<file path="config.mk">
export PLATFORM = sky130hd
export DESIGN_NAME = rob_commit_unit_flat
export DESIGN_NICKNAME = d
export VERILOG_FILES = /design/src/rtl/rob_commit_unit_pkg.sv /design/src/rtl/rob_commit_unit_if.sv /design/src/rtl/rob_commit_unit_mispredict_detect.sv /design/src/rtl/rob_commit_unit.sv /design/src/flat_wrapper.sv
export SDC_FILE = /design/constraint.sdc
export NUM_CORES = 1
export LEC_CHECK = 0
export BUFFER_PORTS_ARGS = -buffer_cell sky130_fd_sc_hd__buf_4
export CAP_MARGIN = 20
export CORE_ASPECT_RATIO = 1.75
export CORE_MARGIN = 3
export CORE_UTILIZATION = 50
export CTS_CLUSTER_DIAMETER = 200
export DETAILED_ROUTE_END_ITERATION = 10
export MAX_ROUTING_LAYER = met4
export PLACE_DENSITY = 0.78
export SLEW_MARGIN = 30
export SYNTH_ARGS = -nofsm -noshare
export SYNTH_HDL_FRONTEND = slang
export SYNTH_SLANG_ARGS = --single-unit
</file>
<file path="constraint.sdc">
create_clock -name clk -period 2.7 [get_ports clk]
set_input_delay 0.405 -clock clk [delete_from_list [all_inputs] [get_ports clk]]
set_output_delay 0.405 -clock clk [all_outputs]
set_load 0.005 [all_outputs]
</file>
<file path="src/rtl/rob_commit_unit_pkg.sv">
// Shared types, sizes and opcode helpers for the in-order retirement stage.
package rob_commit_unit_pkg;

    localparam int unsigned ROB_LENGTH       = 16;
    localparam int unsigned ROB_IDX_W        = $clog2(ROB_LENGTH);
    localparam int unsigned INSTR_MEM_LENGTH = 256;
    localparam int unsigned INSTR_MEM_IDX_W  = $clog2(INSTR_MEM_LENGTH);
    localparam int unsigned PHYS_REG_LENGTH  = 64;
    localparam int unsigned PHYS_REG_IDX_W   = $clog2(PHYS_REG_LENGTH);
    localparam int unsigned ARCH_REG_LENGTH  = 32;
    localparam int unsigned ARCH_REG_IDX_W   = $clog2(ARCH_REG_LENGTH);
    localparam int unsigned OPCODE_W         = 7;
    localparam int unsigned RETIRED_CNT_W    = 32;
    localparam int unsigned MISPRED_CNT_W    = 16;

    typedef logic [OPCODE_W-1:0]        opcode_t;
    typedef logic [INSTR_MEM_IDX_W-1:0] pc_t;
    typedef logic [PHYS_REG_IDX_W-1:0]  phys_idx_t;
    typedef logic [ARCH_REG_IDX_W-1:0]  arch_idx_t;

    localparam opcode_t OPCODE_OP     = 7'b0110011;
    localparam opcode_t OPCODE_OP_IMM = 7'b0010011;
    localparam opcode_t OPCODE_LOAD   = 7'b0000011;
    localparam opcode_t OPCODE_STORE  = 7'b0100011;
    localparam opcode_t OPCODE_BRANCH = 7'b1100011;
    localparam opcode_t OPCODE_JAL    = 7'b1101111;
    localparam opcode_t OPCODE_JALR   = 7'b1100111;

    typedef struct packed {
        logic      valid;
        logic      done;
        opcode_t   opcode;
        pc_t       pc;
        arch_idx_t logical_rd;
        phys_idx_t phys_rd;
        phys_idx_t old_phys_rd;
        logic      pred_taken;
        pc_t       pred_target;
        logic      branch_taken;
        pc_t       branch_target;
    } rob_entry_t;

    typedef enum logic [1:0] {
        RUN        = 2'd0,
        STORE_WAIT = 2'd1,
        FLUSH      = 2'd2
    } commit_state_t;

    typedef struct packed {
        logic valid;
        pc_t  pc;
        logic taken;
        pc_t  target;
    } bp_update_t;

    function automatic logic is_branch_op(input opcode_t op);
        return (op == OPCODE_BRANCH) || (op == OPCODE_JAL) || (op == OPCODE_JALR);
    endfunction

    function automatic logic is_store_op(input opcode_t op);
        return op == OPCODE_STORE;
    endfunction

    // Stores and conditional branches have no destination; x0 writes are discarded.
    function automatic logic writes_rd(input rob_entry_t e);
        return (e.opcode != OPCODE_STORE) && (e.opcode != OPCODE_BRANCH) &&
               (e.logical_rd != arch_idx_t'(0));
    endfunction

endpackage

</file>
<file path="src/rtl/rob_commit_unit_if.sv">
// ROB-head / retirement-side signal bundle for rob_commit_unit.
interface rob_commit_unit_if;
    import rob_commit_unit_pkg::*;

    rob_entry_t              head_entry_i;
    logic                    rob_empty_i;
    logic                    retire_o;
    logic                    commit_valid_o;
    arch_idx_t               commit_logical_rd_o;
    phys_idx_t               commit_phys_rd_o;
    logic                    free_valid_o;
    phys_idx_t               free_phys_o;
    logic                    store_req_o;
    logic                    store_ack_i;
    logic                    flush_o;
    pc_t                     redirect_pc_o;
    logic                    bp_update_valid_o;
    pc_t                     bp_update_pc_o;
    logic                    bp_update_taken_o;
    pc_t                     bp_update_target_o;
    logic [RETIRED_CNT_W-1:0] retired_cnt_o;
    logic [MISPRED_CNT_W-1:0] mispred_cnt_o;

    modport master (
        output head_entry_i, rob_empty_i, store_ack_i,
        input  retire_o, commit_valid_o, commit_logical_rd_o, commit_phys_rd_o,
               free_valid_o, free_phys_o, store_req_o, flush_o, redirect_pc_o,
               bp_update_valid_o, bp_update_pc_o, bp_update_taken_o,
               bp_update_target_o, retired_cnt_o, mispred_cnt_o
    );

    modport slave (
        input  head_entry_i, rob_empty_i, store_ack_i,
        output retire_o, commit_valid_o, commit_logical_rd_o, commit_phys_rd_o,
               free_valid_o, free_phys_o, store_req_o, flush_o, redirect_pc_o,
               bp_update_valid_o, bp_update_pc_o, bp_update_taken_o,
               bp_update_target_o, retired_cnt_o, mispred_cnt_o
    );
endinterface

</file>
<file path="src/rtl/rob_commit_unit_mispredict_detect.sv">
// Combinational branch resolution: flags a mispredict and computes the correct fetch PC.
module mispredict_detect
    import rob_commit_unit_pkg::*;
(
    input  rob_entry_t entry,
    output logic       mispredict,
    output pc_t        redirect_pc
);

    logic dir_wrong;
    logic tgt_wrong;

    always_comb begin
        dir_wrong   = entry.pred_taken != entry.branch_taken;
        tgt_wrong   = entry.branch_taken && (entry.pred_target != entry.branch_target);
        mispredict  = is_branch_op(entry.opcode) && (dir_wrong || tgt_wrong);
        // Fall-through wraps naturally at the top of instruction memory.
        redirect_pc = entry.branch_taken ? entry.branch_target : pc_t'(entry.pc + pc_t'(1));
    end

endmodule

</file>
<file path="src/rtl/rob_commit_unit.sv">
// In-order retirement: pops the ROB head, commits rd mappings, frees old physical
// registers, performs store handshakes and flushes on branch mispredicts.
module rob_commit_unit
    import rob_commit_unit_pkg::*;
(
    input logic          clk,
    input logic          rst_n,
    rob_commit_unit_if.slave bus
);

    rob_entry_t    head;
    logic          mispredict;
    pc_t           redirect;
    commit_state_t state;
    commit_state_t state_next;
    logic          retirable;
    logic          head_store;
    logic          retire_c;
    logic          store_req_c;

    logic                     commit_valid;
    arch_idx_t                commit_rd;
    phys_idx_t                commit_phys;
    logic                     free_valid;
    phys_idx_t                free_phys;
    logic                     flush;
    pc_t                      redirect_pc;
    bp_update_t               bp_update;
    logic [RETIRED_CNT_W-1:0] retired_cnt;
    logic [MISPRED_CNT_W-1:0] mispred_cnt;

    assign head       = bus.head_entry_i;
    assign retirable  = !bus.rob_empty_i && head.valid && head.done;
    assign head_store = is_store_op(head.opcode);

    mispredict_detect u_mispredict_detect (
        .entry       (head),
        .mispredict  (mispredict),
        .redirect_pc (redirect)
    );

    // State register.
    always_ff @(posedge clk) begin
        if (!rst_n) begin
            state <= RUN;
        end else begin
            state <= state_next;
        end
    end

    // Next-state logic.
    always_comb begin
        state_next = state;
        case (state)
            RUN: begin
                if (retirable && head_store) begin
                    state_next = STORE_WAIT;
                end else if (retirable && mispredict) begin
                    state_next = FLUSH;
                end
            end
            STORE_WAIT: begin
                if (bus.store_ack_i) begin
                    state_next = mispredict ? FLUSH : RUN;
                end
            end
            FLUSH:   state_next = RUN;
            default: state_next = RUN;
        endcase
    end

    // Combinational handshake outputs.
    always_comb begin
        retire_c    = 1'b0;
        store_req_c = 1'b0;
        case (state)
            RUN:        retire_c = retirable && !head_store;
            STORE_WAIT: begin
                store_req_c = 1'b1;
                retire_c    = bus.store_ack_i;
            end
            default: ;
        endcase
    end

    // Retirement side effects, one cycle after the retire edge.
    always_ff @(posedge clk) begin
        if (!rst_n) begin
            commit_valid <= 1'b0;
            commit_rd    <= '0;
            commit_phys  <= '0;
            free_valid   <= 1'b0;
            free_phys    <= '0;
            flush        <= 1'b0;
            redirect_pc  <= '0;
            bp_update    <= '0;
            retired_cnt  <= '0;
            mispred_cnt  <= '0;
        end else begin
            commit_valid    <= retire_c && writes_rd(head);
            free_valid      <= retire_c && writes_rd(head);
            flush           <= retire_c && mispredict;
            bp_update.valid <= retire_c && is_branch_op(head.opcode);
            if (retire_c && writes_rd(head)) begin
                commit_rd   <= head.logical_rd;
                commit_phys <= head.phys_rd;
                free_phys   <= head.old_phys_rd;
            end
            if (retire_c && mispredict) begin
                redirect_pc <= redirect;
            end
            if (retire_c && is_branch_op(head.opcode)) begin
                bp_update.pc     <= head.pc;
                bp_update.taken  <= head.branch_taken;
                bp_update.target <= head.branch_target;
            end
            if (retire_c) begin
                retired_cnt <= retired_cnt + RETIRED_CNT_W'(1);
            end
            if (retire_c && mispredict && (mispred_cnt != {MISPRED_CNT_W{1'b1}})) begin
                mispred_cnt <= mispred_cnt + MISPRED_CNT_W'(1);
            end
        end
    end

    assign bus.retire_o            = retire_c;
    assign bus.store_req_o         = store_req_c;
    assign bus.commit_valid_o      = commit_valid;
    assign bus.commit_logical_rd_o = commit_rd;
    assign bus.commit_phys_rd_o    = commit_phys;
    assign bus.free_valid_o        = free_valid;
    assign bus.free_phys_o         = free_phys;
    assign bus.flush_o             = flush;
    assign bus.redirect_pc_o       = redirect_pc;
    assign bus.bp_update_valid_o   = bp_update.valid;
    assign bus.bp_update_pc_o      = bp_update.pc;
    assign bus.bp_update_taken_o   = bp_update.taken;
    assign bus.bp_update_target_o  = bp_update.target;
    assign bus.retired_cnt_o       = retired_cnt;
    assign bus.mispred_cnt_o       = mispred_cnt;

endmodule

</file>
<file path="src/flat_wrapper.sv">
// flat-port wrapper written by rule: the top's interface ports become plain ports
module rob_commit_unit_flat import rob_commit_unit_pkg::*;
  (clk, rst_n, bus_head_entry_i, bus_rob_empty_i, bus_store_ack_i, bus_retire_o, bus_commit_valid_o, bus_commit_logical_rd_o, bus_commit_phys_rd_o, bus_free_valid_o, bus_free_phys_o, bus_store_req_o, bus_flush_o, bus_redirect_pc_o, bus_bp_update_valid_o, bus_bp_update_pc_o, bus_bp_update_taken_o, bus_bp_update_target_o, bus_retired_cnt_o, bus_mispred_cnt_o);
  rob_commit_unit_if bus_i ();
  input logic clk;
  input logic rst_n;
  input wire logic [$bits(bus_i.head_entry_i)-1:0] bus_head_entry_i;
  input wire logic [$bits(bus_i.rob_empty_i)-1:0] bus_rob_empty_i;
  input wire logic [$bits(bus_i.store_ack_i)-1:0] bus_store_ack_i;
  output wire logic [$bits(bus_i.retire_o)-1:0] bus_retire_o;
  output wire logic [$bits(bus_i.commit_valid_o)-1:0] bus_commit_valid_o;
  output wire logic [$bits(bus_i.commit_logical_rd_o)-1:0] bus_commit_logical_rd_o;
  output wire logic [$bits(bus_i.commit_phys_rd_o)-1:0] bus_commit_phys_rd_o;
  output wire logic [$bits(bus_i.free_valid_o)-1:0] bus_free_valid_o;
  output wire logic [$bits(bus_i.free_phys_o)-1:0] bus_free_phys_o;
  output wire logic [$bits(bus_i.store_req_o)-1:0] bus_store_req_o;
  output wire logic [$bits(bus_i.flush_o)-1:0] bus_flush_o;
  output wire logic [$bits(bus_i.redirect_pc_o)-1:0] bus_redirect_pc_o;
  output wire logic [$bits(bus_i.bp_update_valid_o)-1:0] bus_bp_update_valid_o;
  output wire logic [$bits(bus_i.bp_update_pc_o)-1:0] bus_bp_update_pc_o;
  output wire logic [$bits(bus_i.bp_update_taken_o)-1:0] bus_bp_update_taken_o;
  output wire logic [$bits(bus_i.bp_update_target_o)-1:0] bus_bp_update_target_o;
  output wire logic [$bits(bus_i.retired_cnt_o)-1:0] bus_retired_cnt_o;
  output wire logic [$bits(bus_i.mispred_cnt_o)-1:0] bus_mispred_cnt_o;
  assign bus_i.head_entry_i = bus_head_entry_i;
  assign bus_i.rob_empty_i = bus_rob_empty_i;
  assign bus_i.store_ack_i = bus_store_ack_i;
  assign bus_retire_o = bus_i.retire_o;
  assign bus_commit_valid_o = bus_i.commit_valid_o;
  assign bus_commit_logical_rd_o = bus_i.commit_logical_rd_o;
  assign bus_commit_phys_rd_o = bus_i.commit_phys_rd_o;
  assign bus_free_valid_o = bus_i.free_valid_o;
  assign bus_free_phys_o = bus_i.free_phys_o;
  assign bus_store_req_o = bus_i.store_req_o;
  assign bus_flush_o = bus_i.flush_o;
  assign bus_redirect_pc_o = bus_i.redirect_pc_o;
  assign bus_bp_update_valid_o = bus_i.bp_update_valid_o;
  assign bus_bp_update_pc_o = bus_i.bp_update_pc_o;
  assign bus_bp_update_taken_o = bus_i.bp_update_taken_o;
  assign bus_bp_update_target_o = bus_i.bp_update_target_o;
  assign bus_retired_cnt_o = bus_i.retired_cnt_o;
  assign bus_mispred_cnt_o = bus_i.mispred_cnt_o;
  rob_commit_unit u_core (.clk(clk), .rst_n(rst_n), .bus(bus_i));
endmodule
</file>
==> impl_metrics.py <==
metrics = {
    "drt": {
        "drt_iter0_drc": 184,
        "via_per_inst": 5.788,
        "wl_um": 12710,
        "top_layer_used": "met4",
        "vias": 4555,
        "post_drt_wl_per_cell_um": 16.14,
        "drtAntennaViolNets": 0,
        "met2_length_um": 7069,
        "drc": 0,
        "wl_met3_um": 734,
        "wl_met1_um": 4501,
        "dr.pass1.iters": 4,
    },
    "critical_path": {
        "critPathCaptureType": "primary output",
        "worstPathMaxFanout": 5,
        "critPathArrivalTime_ns": 1.81,
        "reg2reg_slack_ns": 0.51,
        "rr_startpoint": "u_core.state[0]",
        "critPathLaunchType": "input pin",
        "path_class": "input pin to primary output",
        "cp_data_required_time_ns": 2.30,
        "r2r_cells": 6,
        "r2r-end": "u_core.bus.mispred_cnt_o[10]",
    },
    "clock_network": {
        "cts_max_path_buffers": 2,
        "cts-buffers-inserted": 9,
        "ctsResizeCount": 0,
        "cts_setup_buffers": 0,
        "holdBufCountCts": 0,
        "root_buffer": "clkbuf_16",
        "worstSkewPairLatency_ns": 0.34,
        "cts_tree": "built",
        "cts.reportedPaths.clkPinSlew_ns": 0.06,
        "cts.sinks": 95,
        "htree_levels": 3,
    },
    "timing": {
        "fin_skew_ns": 0.006272,
        "slew_headroom": 0.5756,
        "fin_setup_tns_ns": 0,
        "rsz0062_at_grt": "false",
        "drv_slew": 0,
        "period_minus_slack_ns": 2.212,
        "finalHoldViolCount": 0,
        "timing_worst_slew_pin_value_ns": 0.6357,
        "fmax_ghz": 0.4521,
        "setup_violations": 0,
        "period_share": 0.8191,
    },
    "run": {
        "drv.max_cap_violation_count": 0,
    },
    "placed_design": {
        "port_buffers": 151,
        "dpl.hpwl_um": 9611,
        "gp_congestion": 0.8728,
    },
    "global_route": {
        "grt_usage": 0.2607,
        "grt_max_degree": 63,
        "antenna_found_initial": 0,
        "grt_pass1_vias": 4492,
        "grt_pass1_wl_um": 20840,
        "grt_overflow_total": 0,
    },
    "synthesis": {
        "synth_top_area_frac": 0.4291,
        "synth_edf_count": 0,
        "synth.area.top_cells": "dfxtp_1, a21oi_1, nand2_1",
        "synth-seq-cells": 95,
        "syn_area_um2": 4432,
        "synth_nets": 585,
        "synth_cells": 526,
        "synth.yosys.seq_area_share": 0.4291,
        "ys_types": 43,
        "syn_avg_cell_area_um2": 8.425,
        "synth_most_common_cell": "dfxtp_1",
        "yosys_warnings": 0,
        "synth_common_cells": "dfxtp_1, nand2_1, a21oi_1, nor2_1, or4_1",
        "postSynth.asyncResetShare": 0,
        "yosys.area.top_type": "dfxtp_1",
        "ys.flop_type": "dfxtp_1",
    },
    "worst_hold_path": {
        "hp-start": "bus_head_entry_i[29]",
        "hp-class": "input pin to register",
        "worstHoldEndpoint": "u_core.bus.commit_phys_rd_o[5]",
        "hold_path_depth": 3,
    },
    "final_layout": {
        "register_area_um2": 1902,
        "final_nets": 726,
        "multiInputGateArea_um2": 2376,
        "fillerInstances": 702,
        "syn_to_final_growth_pct": 35.94,
        "drive_above_1_share": 0.2783,
        "antennaDiodeCount": 0,
    },
    "power_and_ir_drop": {
        "power.density_nw_per_um2": 497.8,
        "sw_frac_of_total": 0.2142,
        "pwr-share-seq": 0.473,
        "power.internal_w": 0.002357,
        "ir_drop_mv": 0.3626,
        "power_switching_w": 0.0006423,
        "total_power_w": 0.002999,
        "p_comb_frac": 0.072,
        "clockPowerShare": 0.455,
        "leakagePower_nw": 2.390,
    },
    "die": {
        "die_h_um": 130.5,
        "core_area_um2": 8478,
        "pin_count": 152,
        "die_area_um2": 10070,
        "initial_core_util": 0.5227,
        "rows": 44,
        "fp.dieW_um": 77.17,
    },
    "outcome": {
        "status": "finished, final reports clean",
    },
}
==> final cells by class <==
class                      instances  area share
multi-input combinational        388      0.3944
clock inverter                     5     0.01350
timing repair buffer             161      0.2048
tap                              115     0.02388
sequential                        95      0.3157
inverter                          12    0.007477
clock buffer                      11     0.04029
==> cell usage in the layout (no fill, tap or decap), types with 15 or more instances in the layout <==
cell / netlist / layout
a21oi_1: 63 / 63
buf_4: 1 / 159
dfxtp_1: 95 / 95
mux2i_1: 22 / 22
nand2_1: 64 / 64
nand3_1: 24 / 24
nand4_1: 16 / 16
nor2_1: 38 / 38
o21ai_0: 18 / 18
o31ai_1: 26 / 26
or3_1: 15 / 15
or4_1: 28 / 28
==> metal layers <==
metal  track usage  up-vias
met5             -        -
met4        0.1436        0
met3       0.03909       34
met2        0.4794      171
met1        0.2632     2140
li1              -     2210
==> stage by stage <==
step                      instances  hold WS, ns  utilization  setup WS, ns  instance area (µm²)
final                           787       0.2986       0.7106        0.4883                 6025
after global routing            787       0.3036       0.7106        0.3696                 6025
after CTS                       787       0.2922       0.7106        0.4804                 6025
after detailed placement        771       0.4449       0.6724        0.3348                 5700
after global placement          771       0.4404       0.6724        0.3725                 5700
after floorplan                 526       0.4482            -        0.3466                 4432
==> worst max-delay path by stage <==
stage | startpoint | endpoint | slack (ns) | cells past startpoint
finish | bus_head_entry_i[47] | bus_retire_o | 0.49 | 6
global placement | bus_rob_empty_i | u_core.bus.mispred_cnt_o[9] | 0.37 | 7
global route | u_core.state[0] | u_core.bus.mispred_cnt_o[10] | 0.37 | 6
floorplan | bus_head_entry_i[47] | bus_retire_o | 0.35 | 6
CTS | bus_head_entry_i[47] | bus_retire_o | 0.48 | 6
detailed placement | bus_rob_empty_i | u_core.bus.mispred_cnt_o[10] | 0.33 | 7
==> power by group through the flow <==
stage	logic [W]	registers [W]	clock network, W
floorplan	0.0000913	0.00145	0
global placement	0.000209	0.00145	0
detailed placement	0.000214	0.00145	0
CTS	0.000215	0.00142	0.00139
global route	0.000235	0.00142	0.00143
finish	0.000215	0.00142	0.00137
==> state kept, by name, indices dropped and copies added, names as in the netlist <==
| name | count |
|---|---|
| u_core.bus.free_phys_o | 6 |
| u_core.bus.bp_update_target_o | 8 |
| u_core.bus.commit_logical_rd_o | 5 |
| u_core.bus.bp_update_valid_o | 1 |
| u_core.bus.redirect_pc_o | 8 |
| u_core.bus.retired_cnt_o | 32 |
| u_core.bus.mispred_cnt_o | 16 |
| u_core.bus.bp_update_taken_o | 1 |
| u_core.bus.bp_update_pc_o | 8 |
| u_core.bus.commit_valid_o | 1 |
| u_core.bus.flush_o | 1 |
| u_core.bus.commit_phys_rd_o | 6 |
| u_core.state | 2 |
==> critical path, cell delays in order <==
cell	delay [ns]
buf_4	0.10
nand4b_1	0.31
or4_1	0.49
a22oi_2	0.25
inv_1	0.10
buf_4	0.15
==> kinds of logic (layout without fill, tap and decap cells) <==
logic type      after synthesis  in the layout  share of synthesized area
compound gates              123            123                     0.1705
xor+xnor                     15             15                    0.02965
fa+ha+maj                     3              3                   0.008471
buf+inv                      43            189                    0.03953
flops                        95             95                     0.4291
mux                          23             23                    0.05223
simple gates                224            224                     0.2705
Note: power is estimated with default switching activity, not from simulation.
